## src/rtl/pipe_stage_reg.sv

```systemverilog
// Pipeline-stage register bank: NUM_REG lanes move together as one entry behind
// a valid/ready handshake, with an optional 2-entry skid buffer and a flush squash.
module pipe_stage_reg #(
  parameter int DATA_WIDTH     = 32,
  parameter int NUM_REG        = 4,
  parameter int SKID           = 1,
  parameter int CLEAR_ON_FLUSH = 0
) (
  input  logic                  clk,
  input  logic                  rst_n,
  input  logic                  i_flush,
  input  logic                  i_valid,
  output logic                  o_ready,
  input  logic [DATA_WIDTH-1:0] i_data [NUM_REG],
  output logic                  o_valid,
  input  logic                  i_ready,
  output logic [DATA_WIDTH-1:0] o_data [NUM_REG],
  output logic [1:0]            o_count
);

  // Encoding doubles as the occupancy count, so o_count is the state register itself.
  typedef enum logic [1:0] {
    EMPTY = 2'd0,
    ONE   = 2'd1,
    FULL  = 2'd2
  } state_t;

  state_t                state_q, state_d;
  logic [DATA_WIDTH-1:0] main_q [NUM_REG];
  logic [DATA_WIDTH-1:0] main_d [NUM_REG];
  logic [DATA_WIDTH-1:0] skid_q [NUM_REG];
  logic [DATA_WIDTH-1:0] skid_d [NUM_REG];
  logic                  in_fire;
  logic                  out_fire;

  // Handshake: a transfer happens on a rising edge where valid and ready are both
  // high; valid never waits on ready, and an offered entry stays put until taken.
  // A flush cycle drops the upstream offer but still lets the downstream transfer.
  assign o_valid  = (state_q != EMPTY);
  assign o_data   = main_q;
  assign o_count  = state_q;
  assign in_fire  = i_valid & o_ready & ~i_flush;
  assign out_fire = o_valid & i_ready;

  if (SKID != 0) begin : g_skid_ready
    assign o_ready = (state_q != FULL);
  end else begin : g_pass_ready
    assign o_ready = ~o_valid | i_ready;
  end

  always_ff @(posedge clk or negedge rst_n) begin
    if (!rst_n) begin
      state_q <= EMPTY;
      for (int i = 0; i < NUM_REG; i++) begin
        main_q[i] <= '0;
        skid_q[i] <= '0;
      end
    end else begin
      state_q <= state_d;
      main_q  <= main_d;
      skid_q  <= skid_d;
    end
  end

  always_comb begin
    state_d = state_q;
    main_d  = main_q;
    skid_d  = skid_q;
    if (i_flush) begin
      state_d = EMPTY;
      if (CLEAR_ON_FLUSH != 0) begin
        for (int i = 0; i < NUM_REG; i++) begin
          main_d[i] = '0;
          skid_d[i] = '0;
        end
      end
    end else begin
      case (state_q)
        EMPTY: begin
          if (in_fire) begin
            state_d = ONE;
            main_d  = i_data;
          end
        end
        ONE: begin
          if (in_fire && out_fire) begin
            main_d = i_data;
          end else if (in_fire && (SKID != 0)) begin
            state_d = FULL;
            skid_d  = i_data;
          end else if (out_fire) begin
            state_d = EMPTY;
          end
        end
        FULL: begin
          // Older skid entry moves up before anything newer is taken.
          if (out_fire) begin
            state_d = ONE;
            main_d  = skid_q;
          end
        end
        default: state_d = EMPTY;
      endcase
    end
  end

`ifndef SYNTHESIS
  logic [DATA_WIDTH*NUM_REG-1:0] o_data_flat;

  always_comb begin
    o_data_flat = '0;
    for (int i = 0; i < NUM_REG; i++) begin
      o_data_flat[i*DATA_WIDTH +: DATA_WIDTH] = main_q[i];
    end
  end

  a_hold_stable: assert property (@(posedge clk) disable iff (!rst_n)
    (o_valid && !i_ready && !i_flush) |=> (o_valid && $stable(o_data_flat)));

  if (SKID == 0) begin : g_no_full_chk
    a_never_full: assert property (@(posedge clk) disable iff (!rst_n)
      o_count != 2'd2);
  end
`endif

endmodule

```

## config.mk

```make
export PLATFORM = sky130hd
export DESIGN_NAME = pipe_stage_reg
export DESIGN_NICKNAME = d
export VERILOG_FILES = /design/src/rtl/pipe_stage_reg.sv
export SDC_FILE = /design/constraint.sdc
export NUM_CORES = 1
export LEC_CHECK = 0
export BUFFER_PORTS_ARGS = -buffer_cell sky130_fd_sc_hd__buf_4
export CORE_ASPECT_RATIO = 0.9
export CORE_MARGIN = 5
export CORE_UTILIZATION = 45
export CTS_CLUSTER_SIZE = 8
export DETAILED_ROUTE_END_ITERATION = 6
export MAX_ROUTING_LAYER = met4
export PLACE_DENSITY_LB_ADDON = 0.12
export SYNTH_ARGS = -nofsm -noshare
export SYNTH_HDL_FRONTEND = slang
export SYNTH_SLANG_ARGS = --single-unit
```

## constraint.sdc

```tcl
create_clock -name clk -period 4.38 [get_ports clk]
set_clock_uncertainty 0.2 [all_clocks]
set_input_delay 0.876 -clock clk [delete_from_list [all_inputs] [get_ports clk]]
set_output_delay 0.876 -clock clk [all_outputs]
set_load 0.05 [all_outputs]
```

==> run metrics, run 1 <==
GP Congestion=0.748; I/O pins=265; Comb power frac=0.288; Area Growth Syn to Fin=26.6%; # setup viols final=0; Worst setup SP type=flip-flop; synthesized instance count=around 700; Slew Viols, Final=0; Worst-path clk slew=0.05 ns; H-tree Lvls=2; fmax=between 300 and 400 MHz; Die ar.=29,700 um2; syn nets=around 830; r2r startpoint=o_count[1]; clk_lat worst skew=0.50 ns; die height=164 um; routed length per instance=~19 um; ANT nets after route=0; Synth Area per Inst=16.9 um2; Tcrit/Tclk final=0.731; Non-Filler Instances=1,322; setup TNS=0 ns; Die X=181 um; Reg2Reg Setup Slack=1.36 ns; Slew headroom=0.362; synth top area cells=dfrtp_1, mux2_2, mux2_4; cells on worst reg2reg path=5; fin nets=1,105; cts hold-fix bufs=0; Syn Std Cell Area=11,800 um2; Netlist cell types=23; CP Class=reg -> out; EDFF count, synth=0; Tmin final=3.20 ns; n_diodes=0; CP max FO=129; RSZ-0062 raised after global routing=false; critical path endpoint category=output pin; CP max-delay cell=buf_12; Worst-Margin Slew=0.958 ns; Hold Path Class=in -> async; max incr delay on CP=between 0.5 and 0.6 ns; share of cells above drive strength 1=0.700; row count=56; part of the power in registers=0.397; fin util=0.577; CP top delay family=buffers and inverters; Power Internal=about 5.6 mW; vias in the first global route=7,215; largest net degree at the start of global routing=130; routed wire length=25.3 mm; placed instance count=1,280; Syn. warnings=0; Worst VDD drop=352 uV; core area=26,000 um2; Synth Register Bits=258; clock share of power=0.314; final hold viol count=0; Initial Utilization=0.455; post-DR vias/cell=~5; hpwl dp=16.2 mm; Seq/Total Area, Yosys=0.545; Buf/Inv on CP=3; TritonRoute pass-1 iters=4; Pwr Density=about 550 nW/um2; postcts setup bufs=0; TritonCTS buffer count=38; drt first-iter violations=a little over 200; reg-to-reg critical path endpoint=skid_q[25]; static leakage=6.98 nW; Worst EP arrival=2.12 ns; Filler cells=about 2,100; via count=~6,600; DRC=0; Port Buffer Count=264; Clock Path Buffers=3; Yosys top cell area share=0.545; top post-synthesis cells by count=dfrtp_1, mux2_2, mux2_4; CTS Sinks=258; initial antenna violation count=0; first-pass GRT wire length=40.3 mm; count leader, synth=dfrtp_1; pre-CTS setup slack=0.755 ns; Final WS setup=about 1.2 ns; GRT Total Usage=0.173; CTS tree=yes; status=complete, no violations; critical path cell sequence=nor2b_4 -> buf_12 -> inv_2 -> buf_4; Power, Total=8.26 mW; CP required=between 3 and 4 ns; GRT overflow=0; root buffer cell=clkbuf_16; cell accounting for the most synthesized area=dfrtp_1; Synth async-reset ratio=1.00; # resized after CTS=0; maxcap violations=0; Synth Flop Type=dfrtp_1; Switch Pwr=2.61 mW; sw frac=0.316
layer usage:
layer / vias up / wire (um) / track usage
li1: 3046 / - / -
met1: 3352 / 11600 / 0.234
met2: 178 / 11700 / 0.259
met3: 36 / 1690 / 0.0509
met4: 0 / 422 / 0.0457
met5: - / 0 / -
cells by family after synthesis:
kind of cell | synth area share
buffers and inverters | 0.0421
and+or+nand+nor | 0.00507
AOI/OAI and AO/OA | 0.00380
muxes | 0.404
DFF | 0.545
state kept, by name (all words and copies together) (netlist names):
signal   count
o_count      2
o_data     128
skid_q     128
per-stage QoR:
step           area [um2]  hold slack [ns]
5_1_grt             15000            0.236
3_5_place_dp        14000            0.275
6_report            15000            0.192
3_3_place_gp        14000            0.268
2_1_floorplan       11800            0.259
4_1_cts             15000            0.213
how the worst max path moves through the flow:
stage                     depth (start not counted)    endpoint  startpoint  slack (ns)
final                                             4     o_ready  o_count[0]        1.18
after global routing                              4     o_ready  o_count[0]        1.03
after CTS                                         4     o_ready  o_count[0]        1.11
after detailed placement                          6  skid_q[25]     i_valid        0.75
after global placement                            6  skid_q[40]     i_valid        0.77
after floorplan                                   3     o_ready  o_count[1]        2.07
worst register-to-register path, delay by kind of cell, from the launching register on:
kind,cells,cell delay (ns)
flops,1,0.41
simple gates,2,0.31
buf+inv,2,1.50
mux,1,0.48
placed cells by master, fill, tap and decap left out, drive strengths merged:
master	count
clkbuf	41
nand3	1
o21a	1
or2	1
mux2	384
nand2b	1
o21ai	1
nor2	3
mux2i	1
nor3	1
buf	275
dfrtp	258
inv	1
and2b	1
a21oi	2
clkinv	1
nor2b	1
layout make-up:
| cell class | instances | area [um2] | area share |
|---|---|---|---|
| flip-flops and latches | 258 | 6460 | 0.431 |
| multi-input cells | 398 | 4900 | 0.327 |
| repair buffers | 275 | 2160 | 0.144 |
| clock buffers | 41 | 1030 | 0.0685 |
| well taps | 348 | 435 | 0.0291 |
| clock inverters | 1 | 8.76 | 0.000584 |
| inverters | 1 | 3.75 | 0.000250 |
power groups by stage:
stage | combinational, mW | clock [mW] | sequential, mW
2_1_floorplan | 0.853 | 0 | 4.10
3_3_place_gp | 2.38 | 0 | 3.29
3_5_place_dp | 2.41 | 0 | 3.31
4_1_cts | 2.42 | 2.69 | 3.28
5_1_grt | 2.51 | 2.79 | 3.35
6_report | 2.38 | 2.60 | 3.28
(Power assumes the default switching activity.)
==> run 2: changes to the inputs <==
==> constraint.sdc (replaced) <==
create_clock -name clk -period 3 [get_ports clk]
set_clock_uncertainty 0.2 [all_clocks]
set_input_delay 0.6 -clock clk [delete_from_list [all_inputs] [get_ports clk]]
set_output_delay 0.6 -clock clk [all_outputs]
set_load 0.05 [all_outputs]
==> run 2 against run 1 <==
  * Non-clock buffer count up 4
  * Flip-flop and latch count did not move
  * Global-route usage hardly changed
  * Design area increased by 0.55%
  * Via count is 0.41% higher
  * Count of clock-buffer cells in the layout unchanged
  * Utilization up 0.32 points
  * First-iteration DRC count is 5.8% lower
  * Sequential share of layout area decreased by 0.24 points
==> run metrics, run 2 (synthesized netlist as in run 1, its figures left out) <==
Area Growth Syn to Fin=27.3%; row count=56; Switch Pwr=3.82 mW; most frequent cells in the layout=buf_4, dfrtp_1, mux2_2; CP required=2.20 ns; sw frac=0.317; root buffer cell=clkbuf_16; commonest non-fill, non-tap cell in the layout=buf_4; Worst-Margin Slew=0.614 ns; CTS Sinks=258; Worst VDD drop=512 uV; clock share of power=0.315; Worst-path clk slew=~0.050 ns; drt first-iter violations=195; Port Buffer Count=264; hold path depth=2; Slew headroom=0.591; TritonCTS buffer count=38; GP Congestion=0.760; status=complete, no violations; fmax=roughly 360 MHz; TritonRoute pass-1 iters=4; Hold Path Class=in -> reg; Power Internal=8.25 mW; RSZ-0062 raised after global routing=false; vias in the first global route=7,239; routed length per instance=~19 um; hold slack=0.0974 ns; I/O pins=about 270; n_diodes=0; die height=164 um; hpwl dp=about 17 mm; ANT nets after route=0; static leakage=7.02 nW; critical path endpoint category=output pin; share of cells above drive strength 1=0.700; cells on worst reg2reg path=5; via count=between 6,000 and 7,000; Clock Path Buffers=3; Worst setup SP type=flip-flop; H-tree Lvls=2; Die ar.=29,700 um2; Worst EP arrival=1.95 ns; fin nets=1,109; Initial Utilization=0.455; part of the power in registers=0.397; setup TNS=0 ns; first-pass GRT wire length=40.3 mm; routed wire length=25.2 mm; Tmin final=2.75 ns; largest net degree at the start of global routing=75; CTS tree=yes; CP Class=reg -> out; CP max FO=74; maxcap violations=0; Comb power frac=0.288; post-DR vias/cell=roughly 5; GRT overflow=0; DRC=0; postcts setup bufs=0; core area=26,000 um2; final hold viol count=0; # setup viols final=0; initial antenna violation count=0; GRT Total Usage=0.173; Die X=about 180 um; Slew Viols, Final=0; Tcrit/Tclk final=0.916; Pwr Density=~800 nW/um2; clk_lat worst skew=0.49 ns
==> run 2: changes by cell type in the layout (fill, tap and decap cells not counted) <==
cell	previous run	this run
buf_12	7	11
buf_4	267	266
dlygate4sd3_1	0	1
==> run 2: final timing paths <==
check / endpoint / from / slack (ns)
worst max register to register: o_data[21] / o_count[0] / 0.70
worst min-delay path: o_count[0] / i_flush / 0.1
worst max-delay path: o_ready / o_count[0] / 0.25
max in group asynchronous: o_data[64] / rst_n / 1.49
worst min register to register: skid_q[122] / skid_q[122] / 0.29
min in group asynchronous: o_data[120] / rst_n / 0.42
==> run 2: critical path: stages (launching register included) <==
cell and delay [ns]:
dfrtp_1 0.49, nor2b_4 0.27, buf_12 0.41, inv_2 0.07, buf_4 0.20
==> run 2: repair_timing <==
| action | CTS | global route |
|---|---|---|
| endpoints found under the hold margin | 50 | 0 |
| hold buffers | 1 | 0 |
| gates resized for setup | 0 | 0 |
==> run 2: per-stage QoR <==
stage	power (mW)	util	cells	cell area [um2]	worst slack (ns)
global route	12.6	0.580	1326	15100	0.127
CTS	12.2	0.580	1326	15100	0.213
floorplan	7.24	-	699	11800	0.755
detailed placement	8.35	0.540	1283	14000	0.570
finish	12.1	0.580	1326	15100	0.252
global placement	8.29	0.540	1283	14000	0.598
==> run 2: layout make-up <==
| cell class | count | area (um2) |
|---|---|---|
| inverters | 1 | 3.75 |
| clock buffers | 41 | 1030 |
| flip-flops and latches | 258 | 6460 |
| fillers | 2099 | 10900 |
| repair buffers | 279 | 2240 |
| well taps | 348 | 435 |
| clock inverters | 1 | 8.76 |
| multi-input cells | 398 | 4900 |
==> run 2: per-layer routing <==
| layer | share of wire | track usage | up-vias |
|---|---|---|---|
| li1 | - | - | 3051 |
| met1 | 0.46 | 0.233 | 3365 |
| met2 | 0.45 | 0.253 | 181 |
| met3 | 0.077 | 0.0578 | 42 |
| met4 | 0.020 | 0.0471 | 0 |
| met5 | 0 | - | - |
==> run 2: power by group through the flow <==
stage	registers (mW)	clock network, mW	logic, mW
floorplan	5.99	0	1.25
global placement	4.81	0	3.48
detailed placement	4.82	0	3.52
CTS	4.79	3.91	3.53
global route	4.89	4.06	3.67
finish	4.79	3.80	3.48
